==> src/rtl/seg_pkg.sv <==
// Shared definitions for the 8-digit multiplexed hex display bus.
// Used by the scan driver and by the receive-side decoder.
package seg_pkg;

    localparam int DIGITS  = 8;
    localparam int AN_W    = 3;
    localparam int DIGIT_W = 4;
    localparam int WORD_W  = 32;

    typedef enum logic {
        SYNC    = 1'b0,
        COLLECT = 1'b1
    } scan_state_t;

    // Index of the digit accepted just before idx; wraps 0 -> DIGITS-1.
    function automatic logic [AN_W-1:0] prev_idx(input logic [AN_W-1:0] idx);
        return idx - AN_W'(1);
    endfunction

    // Bit offset of a digit nibble inside the word.
    function automatic logic [4:0] nib_lsb(input logic [AN_W-1:0] idx);
        return {idx, 2'b00};
    endfunction

endpackage

==> src/rtl/seg_stable_filter.sv <==
// Dwell filter for the scanned (an,data) stream: a pair must stay unchanged for
// STABLE_CYCLES consecutive samples before it is accepted, once per dwell.
module seg_stable_filter
    import seg_pkg::*;
#(
    parameter  int STABLE_CYCLES = 4,
    localparam int CNT_W         = $clog2(STABLE_CYCLES + 1)
) (
    input  logic               clk,
    input  logic               rst_n,
    input  logic [AN_W-1:0]    an,
    input  logic [DIGIT_W-1:0] data,
    output logic               acc_pulse,
    output logic [AN_W-1:0]    acc_an,
    output logic [DIGIT_W-1:0] acc_data
);

    localparam logic [CNT_W-1:0] CNT_LAST = CNT_W'(STABLE_CYCLES - 1);
    localparam logic [CNT_W-1:0] CNT_PRE  = CNT_W'(STABLE_CYCLES - 2);

    logic [AN_W-1:0]    prev_an;
    logic [DIGIT_W-1:0] prev_data;
    logic [CNT_W-1:0]   cnt;
    logic               same;

    assign same = (an == prev_an) && (data == prev_data);

    // The pulse is registered alongside cnt, so it is high exactly in the
    // cycle where cnt sits at CNT_LAST for the first time; saturation keeps it single.
    always_ff @(posedge clk or negedge rst_n) begin
        if (!rst_n) begin
            prev_an   <= '0;
            prev_data <= '0;
            cnt       <= '0;
            acc_pulse <= 1'b0;
        end else begin
            prev_an   <= an;
            prev_data <= data;
            acc_pulse <= same && (cnt == CNT_PRE);
            if (!same) begin
                cnt <= '0;
            end else if (cnt != CNT_LAST) begin
                cnt <= cnt + CNT_W'(1);
            end
        end
    end

    // During the accept cycle the previous-sample registers hold the dwelled pair.
    assign acc_an   = prev_an;
    assign acc_data = prev_data;

endmodule

==> src/rtl/seg_scan_decoder.sv <==
// Receive side of the multiplexed hex display bus: filters, order-checks and
// rebuilds the 32-bit word. Optional input synchronizer under SEG_INSYNC_EN.
//
// state   | meaning
// --------+------------------------------------------------------------
// SYNC    | waiting for an accepted digit 0 to start a frame
// COLLECT | gathering digits in order; exp_idx is the next digit wanted
module seg_scan_decoder
    import seg_pkg::*;
#(
    parameter  int STABLE_CYCLES = 4,
    localparam int CNT_W         = $clog2(STABLE_CYCLES + 1)
) (
    input  logic               clk,
    input  logic               rst_n,
    input  logic [AN_W-1:0]    seg_an,
    input  logic [DIGIT_W-1:0] seg_data,
    output logic [WORD_W-1:0]  word_o,
    output logic               valid_o,
    input  logic               ready_i,
    output logic               seq_err_o,
    output logic               overrun_o
);

    localparam logic [AN_W-1:0] LAST_DIGIT = AN_W'(DIGITS - 1);

    logic [AN_W-1:0]    an_s;
    logic [DIGIT_W-1:0] data_s;

`ifdef SEG_INSYNC_EN
    logic [AN_W-1:0]    an_meta;
    logic [DIGIT_W-1:0] data_meta;

    always_ff @(posedge clk or negedge rst_n) begin
        if (!rst_n) begin
            an_meta   <= '0;
            data_meta <= '0;
            an_s      <= '0;
            data_s    <= '0;
        end else begin
            an_meta   <= seg_an;
            data_meta <= seg_data;
            an_s      <= an_meta;
            data_s    <= data_meta;
        end
    end
`else
    assign an_s   = seg_an;
    assign data_s = seg_data;
`endif

    logic               acc_pulse;
    logic [AN_W-1:0]    acc_an;
    logic [DIGIT_W-1:0] acc_data;

    seg_stable_filter #(
        .STABLE_CYCLES (STABLE_CYCLES)
    ) u_filter (
        .clk       (clk),
        .rst_n     (rst_n),
        .an        (an_s),
        .data      (data_s),
        .acc_pulse (acc_pulse),
        .acc_an    (acc_an),
        .acc_data  (acc_data)
    );

    scan_state_t       state, state_nxt;
    logic [AN_W-1:0]   exp_idx, exp_nxt;
    logic [WORD_W-1:0] shadow, shadow_nxt;
    logic              err_nxt;
    logic              frame_done;

    always_ff @(posedge clk or negedge rst_n) begin
        if (!rst_n) begin
            state   <= SYNC;
            exp_idx <= '0;
            shadow  <= '0;
        end else begin
            state   <= state_nxt;
            exp_idx <= exp_nxt;
            shadow  <= shadow_nxt;
        end
    end

    always_comb begin
        state_nxt  = state;
        exp_nxt    = exp_idx;
        shadow_nxt = shadow;
        err_nxt    = 1'b0;
        frame_done = 1'b0;
        if (acc_pulse) begin
            unique case (state)
                SYNC: begin
                    if (acc_an == '0) begin
                        shadow_nxt[nib_lsb(acc_an) +: DIGIT_W] = acc_data;
                        exp_nxt   = AN_W'(1);
                        state_nxt = COLLECT;
                    end
                end
                COLLECT: begin
                    if (acc_an == exp_idx) begin
                        shadow_nxt[nib_lsb(acc_an) +: DIGIT_W] = acc_data;
                        exp_nxt    = exp_idx + AN_W'(1);
                        frame_done = (acc_an == LAST_DIGIT);
                    end else if (acc_an == prev_idx(exp_idx)) begin
                        // The driver changed data while still on this digit.
                        shadow_nxt[nib_lsb(acc_an) +: DIGIT_W] = acc_data;
                    end else begin
                        err_nxt = 1'b1;
                        if (acc_an == '0) begin
                            shadow_nxt[nib_lsb(acc_an) +: DIGIT_W] = acc_data;
                            exp_nxt = AN_W'(1);
                        end else begin
                            exp_nxt   = '0;
                            state_nxt = SYNC;
                        end
                    end
                end
                default: begin
                    exp_nxt   = '0;
                    state_nxt = SYNC;
                end
            endcase
        end
    end

    // A completed frame that finds the port still occupied is dropped, never merged.
    always_ff @(posedge clk or negedge rst_n) begin
        if (!rst_n) begin
            word_o    <= '0;
            valid_o   <= 1'b0;
            seq_err_o <= 1'b0;
            overrun_o <= 1'b0;
        end else begin
            seq_err_o <= err_nxt;
            if (frame_done) begin
                if (!valid_o || ready_i) begin
                    word_o  <= shadow_nxt;
                    valid_o <= 1'b1;
                end else begin
                    overrun_o <= 1'b1;
                end
            end else if (valid_o && ready_i) begin
                valid_o <= 1'b0;
            end
        end
    end

endmodule

==> config.mk <==
export PLATFORM = sky130hd
export DESIGN_NAME = seg_scan_decoder
export DESIGN_NICKNAME = d
export VERILOG_FILES = /design/src/rtl/seg_pkg.sv /design/src/rtl/seg_stable_filter.sv /design/src/rtl/seg_scan_decoder.sv
export SDC_FILE = /design/constraint.sdc
export NUM_CORES = 1
export LEC_CHECK = 0
export CORE_MARGIN = 1.5
export CORE_UTILIZATION = 65
export DETAILED_ROUTE_END_ITERATION = 7
export DONT_BUFFER_PORTS = 1
export GPL_TIMING_DRIVEN = 0
export PLACE_DENSITY = 0.81
export SLEW_MARGIN = 20
export SYNTH_ARGS = -nofsm -noshare
export SYNTH_HDL_FRONTEND = slang
export SYNTH_SLANG_ARGS = --single-unit
==> constraint.sdc <==
create_clock -name clk -period 5.58 [get_ports clk]
set_input_delay 0.558 -clock clk [delete_from_list [all_inputs] [get_ports clk]]
set_output_delay 0.558 -clock clk [all_outputs]
set_load 0.1 [all_outputs]
Word-level counts from Yosys, hierarchy flattened
Index checks and enable logic that the tools add are counted.

storage, ports and cells
  output and inout port bits = 35
  logic and storage cells = 68
  flip-flop bits (word level) = 82
  input port bits = 10

operators by class
  equal/unequal tests = 11
  add/subtract/negate cells = 4
  mux-type cells = 27
  shift operators = 2
  bitwise logic cells = 2
  reductions and logical operators = 11

operators by type and width
  operator                count
  $mux 32                 4
  $pmux 32 s2             1
  $bwmux 32               1
  $shift 4x7->32 const A  1
  $shiftx 4x7->32         1
  $mux 3                  5
  $mux 1                  14
  $eq 3x3->1              3
  $neg 5->7               1
  $add 3x1->3 const B     2
  $pmux 3 s2              1
  $reduce_and 2->1        3
  $eq 4x4->1              1
  $ne 2x2->1 const B      2
  $eq 3x2->1 const B      1
  $eq 3x3->1 const B      1
  $logic_and 1x1->1       3
  $logic_not 3->1         1
  $ne 3x2->1 const B      1
  $ne 3x3->1 const B      1
  $reduce_and 3->1        1
  $sub 3x1->3 const B     1
  $ne 2x1->1 const B      1
  $not 1->1               2
  other kinds (4)         4

Longest topological paths before layout
  depth after elaboration = 8
  gate-level depth with buffers = 9
  mapped depth without buffers = 8

Cells and area by module
A second synthesis with hierarchy kept.

unflattened totals
  cell total of the unflattened synthesis = 373
  area total of the unflattened synthesis = 3777.4 sq um

modules (own cells, without submodules)
  module             times used  area each (sq um)  cells an instance  sequential area each (sq um)
  seg_scan_decoder   1           3323.2             339                1776.7
  seg_stable_filter  1           454.2              34                 275.3

Worst setup path after synthesis
Ideal clock, no wire load.

  kind = reg-to-reg
  from = reg u_filter.prev_an[0], in the netlist u_filter.acc_an[0]
  to = reg shadow[2]
  arrival = 2280 ps
  buffers on the path = 3
  setup time = 133 ps
  stages on the path, launching flop included = 10
  period minus slack after synthesis = 2413 ps
  slack = 3167 ps
  required time = 5447 ps
  cells stage by stage = dfrtp_1 > clkbuf_1 > inv_1 > ha_1 > ha_1 > clkbuf_1 > or4_1 > clkbuf_1 > nand2_1 > o21ai_0

on the way
  cells in the longest elaborated chain, start to end = 8
  elaborated cells between the ends (all ways) = 12
  classes of those cells = add/sub: 1; eq/ne: 2; shift: 2; mux: 6; reduce/logical: 1

ends and longest elaborated chain
  element                                                   RTL line                                         RTL
  start, declared                                           seg_stable_filter.sv:21                          logic [AN_W-1:0] prev_an;
  start signal, assigned                                    seg_stable_filter.sv:37                          prev_an <= an;
  $neg 5->7                                                 -
  $shiftx 4x7->32 / $shift 4x7->32 (equally long branches)  -
  $bwmux 32                                                 -
  $mux 32                                                   seg_scan_decoder.sv:95, seg_scan_decoder.sv:111
  $mux 32                                                   seg_scan_decoder.sv:106                          end else if (acc_an == prev_idx(exp_idx)) begin
  $mux 32                                                   seg_scan_decoder.sv:102                          if (acc_an == exp_idx) begin
  $pmux 32 s2 *                                             seg_scan_decoder.sv:93                           unique case (state)
  $mux 32 *                                                 seg_scan_decoder.sv:92                           if (acc_pulse) begin
  named net shadow_nxt[2]                                   seg_scan_decoder.sv:70                           logic [WORD_W-1:0] shadow, shadow_nxt;
  end signal, assigned                                      seg_scan_decoder.sv:82                           shadow <= shadow_nxt;
  end, declared                                             seg_scan_decoder.sv:70

The timed path passes the listed nets; every way through them passes the cells marked *.
A chain may end at the register's enable or synchronous reset.

Worst setup path after layout
  from = reg u_filter.prev_an[0], in the netlist u_filter.acc_an[0]
  to = reg word_o[29]

on the way
  cells in the longest elaborated chain, start to end = 8
  elaborated cells between the ends (all ways) = 17
  classes of those cells = add/sub: 1; eq/ne: 3; shift: 2; mux: 9; reduce/logical: 2

ends and longest elaborated chain
  element                                                   RTL line                                         RTL
  $neg 5->7                                                 -
  $shiftx 4x7->32 / $shift 4x7->32 (equally long branches)  -
  $bwmux 32                                                 -
  $mux 32                                                   seg_scan_decoder.sv:95, seg_scan_decoder.sv:111
  $mux 32                                                   seg_scan_decoder.sv:106
  $mux 32                                                   seg_scan_decoder.sv:102
  $pmux 32 s2 *                                             seg_scan_decoder.sv:93
  $mux 32 *                                                 seg_scan_decoder.sv:92
  named net shadow_nxt[29]                                  seg_scan_decoder.sv:70
  end signal, assigned                                      seg_scan_decoder.sv:139                          word_o <= shadow_nxt;
  end, declared                                             seg_scan_decoder.sv:18                           output logic [WORD_W-1:0] word_o,

Marks and branches as above.

==> qor.txt <==
Peak VDD IR - 0.209 mV
Chip height - 77.8 µm
Max-slew headroom - 35.7%
# DRC - 0
Final setup viols - 0
Setup TNS - 0 ns
Ports - 45
Leak Pwr - 1.89 nW
Period minus WS final - 2.83 ns
Crit-path max FO - 7
Most common cell after layout, fill and taps aside - dfrtp_1
Largest net degree at the start of global routing - 83
Post-route ant nets - 0
Num CTS Buffers - 9
Rows - 27
Vias - 2472
Highest-count cells in the layout ignoring fill and taps - 82 x dfrtp_1, 25 x nand2_1, 20 x nor2_1
Crit path kind - reg -> reg
Layout Cells excl Fill - 403
Drt pass-1 iters - 5
Die footprint - 6050 µm²
Nets - 347
Fin. Hold Viols - 0
Grt ovf - 0
RSZ-0062 raised after global routing - no
Tcrit/Tclk final - 50.7%
Starting Density - 66.8%
Share of cells above drive strength 1 - 14.2%
Critical Path AT - 3.12 ns
FF+latch count, synth - 82
Clock root buffer - clkbuf_8
Syn_nets - 335
Die Wd - 77.8 µm
Multi-input gate area - 1450 µm²
PD cells - 265 nW/µm²
Max_cap viols - 0
Slew Viols, Final - 0
Syn Inst Count - 314
GPL Wtd Cong - 0.911
Reg area - 2050 µm²
Initial DRC Count - 114
CTS max path bufs - 2
CORE AREA - 5440 µm²
Layout area overhead - 8.23%
TritonCTS clock tree - yes
Sequential element share of the synthesized area - 56.5%
Result of the run - finished, final reports clean
CTS sink cnt - 82
Clock-pin slew on the worst setup and hold paths - 0.08 ns
Synth unique cells - 44
Synthesized area per cell - 11.6 µm²
Post_cts resized - 0
Cell Count Post-Placement - 386
Mapped Area - 3630 µm²
Initial antenna violation count - 0
Fmax - 0.354 GHz
Slew @ Worst Pin - 0.952 ns
CTS H-tree depth - 3
Fill cells - 393
Max Clock Skew - 0.00715 ns
Routed wire length per instance - 17.5 µm
Vias per cell - 6.13
I/O Buffers - 0
Routed wire length - 7040 µm
Antenna Cells - 0
GRT Util Overall - 25.2%
Yosys warns - 0
Startpoint Class - flip-flop
Hpwl dp - 4900 µm
Vias in the first global route - 2483
Global-route wire length before repair - 11500 µm
WP data required - 5.87 ns
Worst setup EP type - flip-flop
Worst-skew pair later-pin latency - 0.35 ns
Hold WC Path Type - in -> async
[through the flow]
step | setup slack (ns) | area [µm²] | power [mW] | utilization, % | hold WS, ns
final | 2.75 | 3930 | 1.04 | 72.3 | 0.0963
after global routing | 2.53 | 3930 | 1.08 | 72.3 | 0.125
after CTS | 2.76 | 3930 | 1.04 | 72.3 | 0.114
after detailed placement | 2.79 | 3720 | 0.647 | 68.4 | 0.264
after global placement | 2.84 | 3720 | 0.646 | 68.4 | 0.264
after floorplan | 3.17 | 3630 | 0.638 | - | 0.262
[worst max-delay path: stages (launching register included)]
cell	delay, ns
dfrtp_1	0.37
clkbuf_1	0.28
inv_1	0.14
ha_1	0.25
ha_1	0.23
and2_1	0.20
o311ai_0	0.84
a22o_1	0.31
mux2_2	0.16
[path summary, 6_finish.rpt]
kind / startpoint / end / slack (ns) / cells past startpoint
setup / recovery: u_filter.acc_an[0] / word_o[29] / 2.75 / 8
hold / removal: rst_n / shadow[3] / 0.1 / 1
setup reg to reg: u_filter.acc_an[0] / word_o[29] / 2.75 / 8
hold reg to reg: u_filter.cnt[2] / u_filter.acc_pulse / 0.46 / 1
max in group asynchronous: rst_n / shadow[30] / 5.18 / 1
min in group clk: seg_an[1] / u_filter.acc_an[1] / 0.23 / 0
[logic make-up (layout without fill, tap and decap cells)]
family | Yosys count | after routing | synth area share, %
mux | 21 | 21 | 6.79
compound gates | 67 | 67 | 13.6
buf+inv | 31 | 48 | 3.55
simple gates | 89 | 89 | 12.2
xor+xnor | 13 | 13 | 3.55
flops | 82 | 82 | 56.5
fa+ha+maj | 11 | 11 | 3.79
[cell usage after synthesis (all sizes together)]
cell type   n  share of area, %
xor2        5               1.2
a31o        2              0.48
o211ai      1              0.21
a22o       13               3.2
xor3        1              0.65
o31ai       6               1.2
a21oi       6              0.83
and2        3              0.52
or4         2              0.52
nor2       20               2.1
nor4        2              0.34
buf         5              0.86
a32o        8               2.2
a211oi      1              0.21
o311ai      2              0.48
and4        2              0.52
clkbuf     13               1.3
nand2      25               2.6
nand3      12               1.7
o21a        1              0.21
a311o       1              0.28
a31oi       5              0.86
ha         11               3.8
and3        9               1.6
o21bai      1              0.21
mux2       20               6.5
o31a        4              0.96
mux2i       1              0.28
nor2b       2              0.34
nor3        3              0.41
o2111ai     1              0.24
o21ai      15               2.1
nor3b       3              0.62
inv        13               1.3
nand4       4              0.69
nand2b      1              0.17
dfrtp      82                56
xnor2       7               1.7
or3         1              0.21
[power by group]
group	internal, mW	total, mW	switching, mW
clock	0.185	0.394	0.208
sequential	0.596	0.600	0.00393
combinational	0.0150	0.0483	0.0333
[metal layers]
| metal | track usage, % | wire, µm |
|---|---|---|
| met1 | 31.5 | 3140 |
| met2 | 41.2 | 3430 |
| met3 | 5.53 | 308 |
| met4 | 12.7 | 161 |
| met5 | 0 | 0 |
[state kept, by name, summed over array words and instances, names as in the netlist, 3 cells and up]
| register | count |
|---|---|
| word_o | 32 |
| shadow | 32 |
| u_filter.acc_an | 3 |
| u_filter.acc_data | 4 |
| exp_idx | 3 |
| u_filter.cnt | 3 |
[timing repair]
| action | CTS | global route |
|---|---|---|
| hold buffers | 1 | 0 |
| buffers inserted | 0 | 0 |
| endpoints found under the hold margin | 82 | 0 |
[area by class of cell]
type	instances	share of cell area [%]
Buffer	18	2.04
Clock buffer	12	3.95
Clock inverter	4	0.668
Inverter	13	1.24
Multi-Input combinational cell	201	36.9
Sequential cell	82	52.2
Tap cell	72	2.29
Timing Repair Buffer	1	0.700
Note: power is estimated with default switching activity, not from simulation.
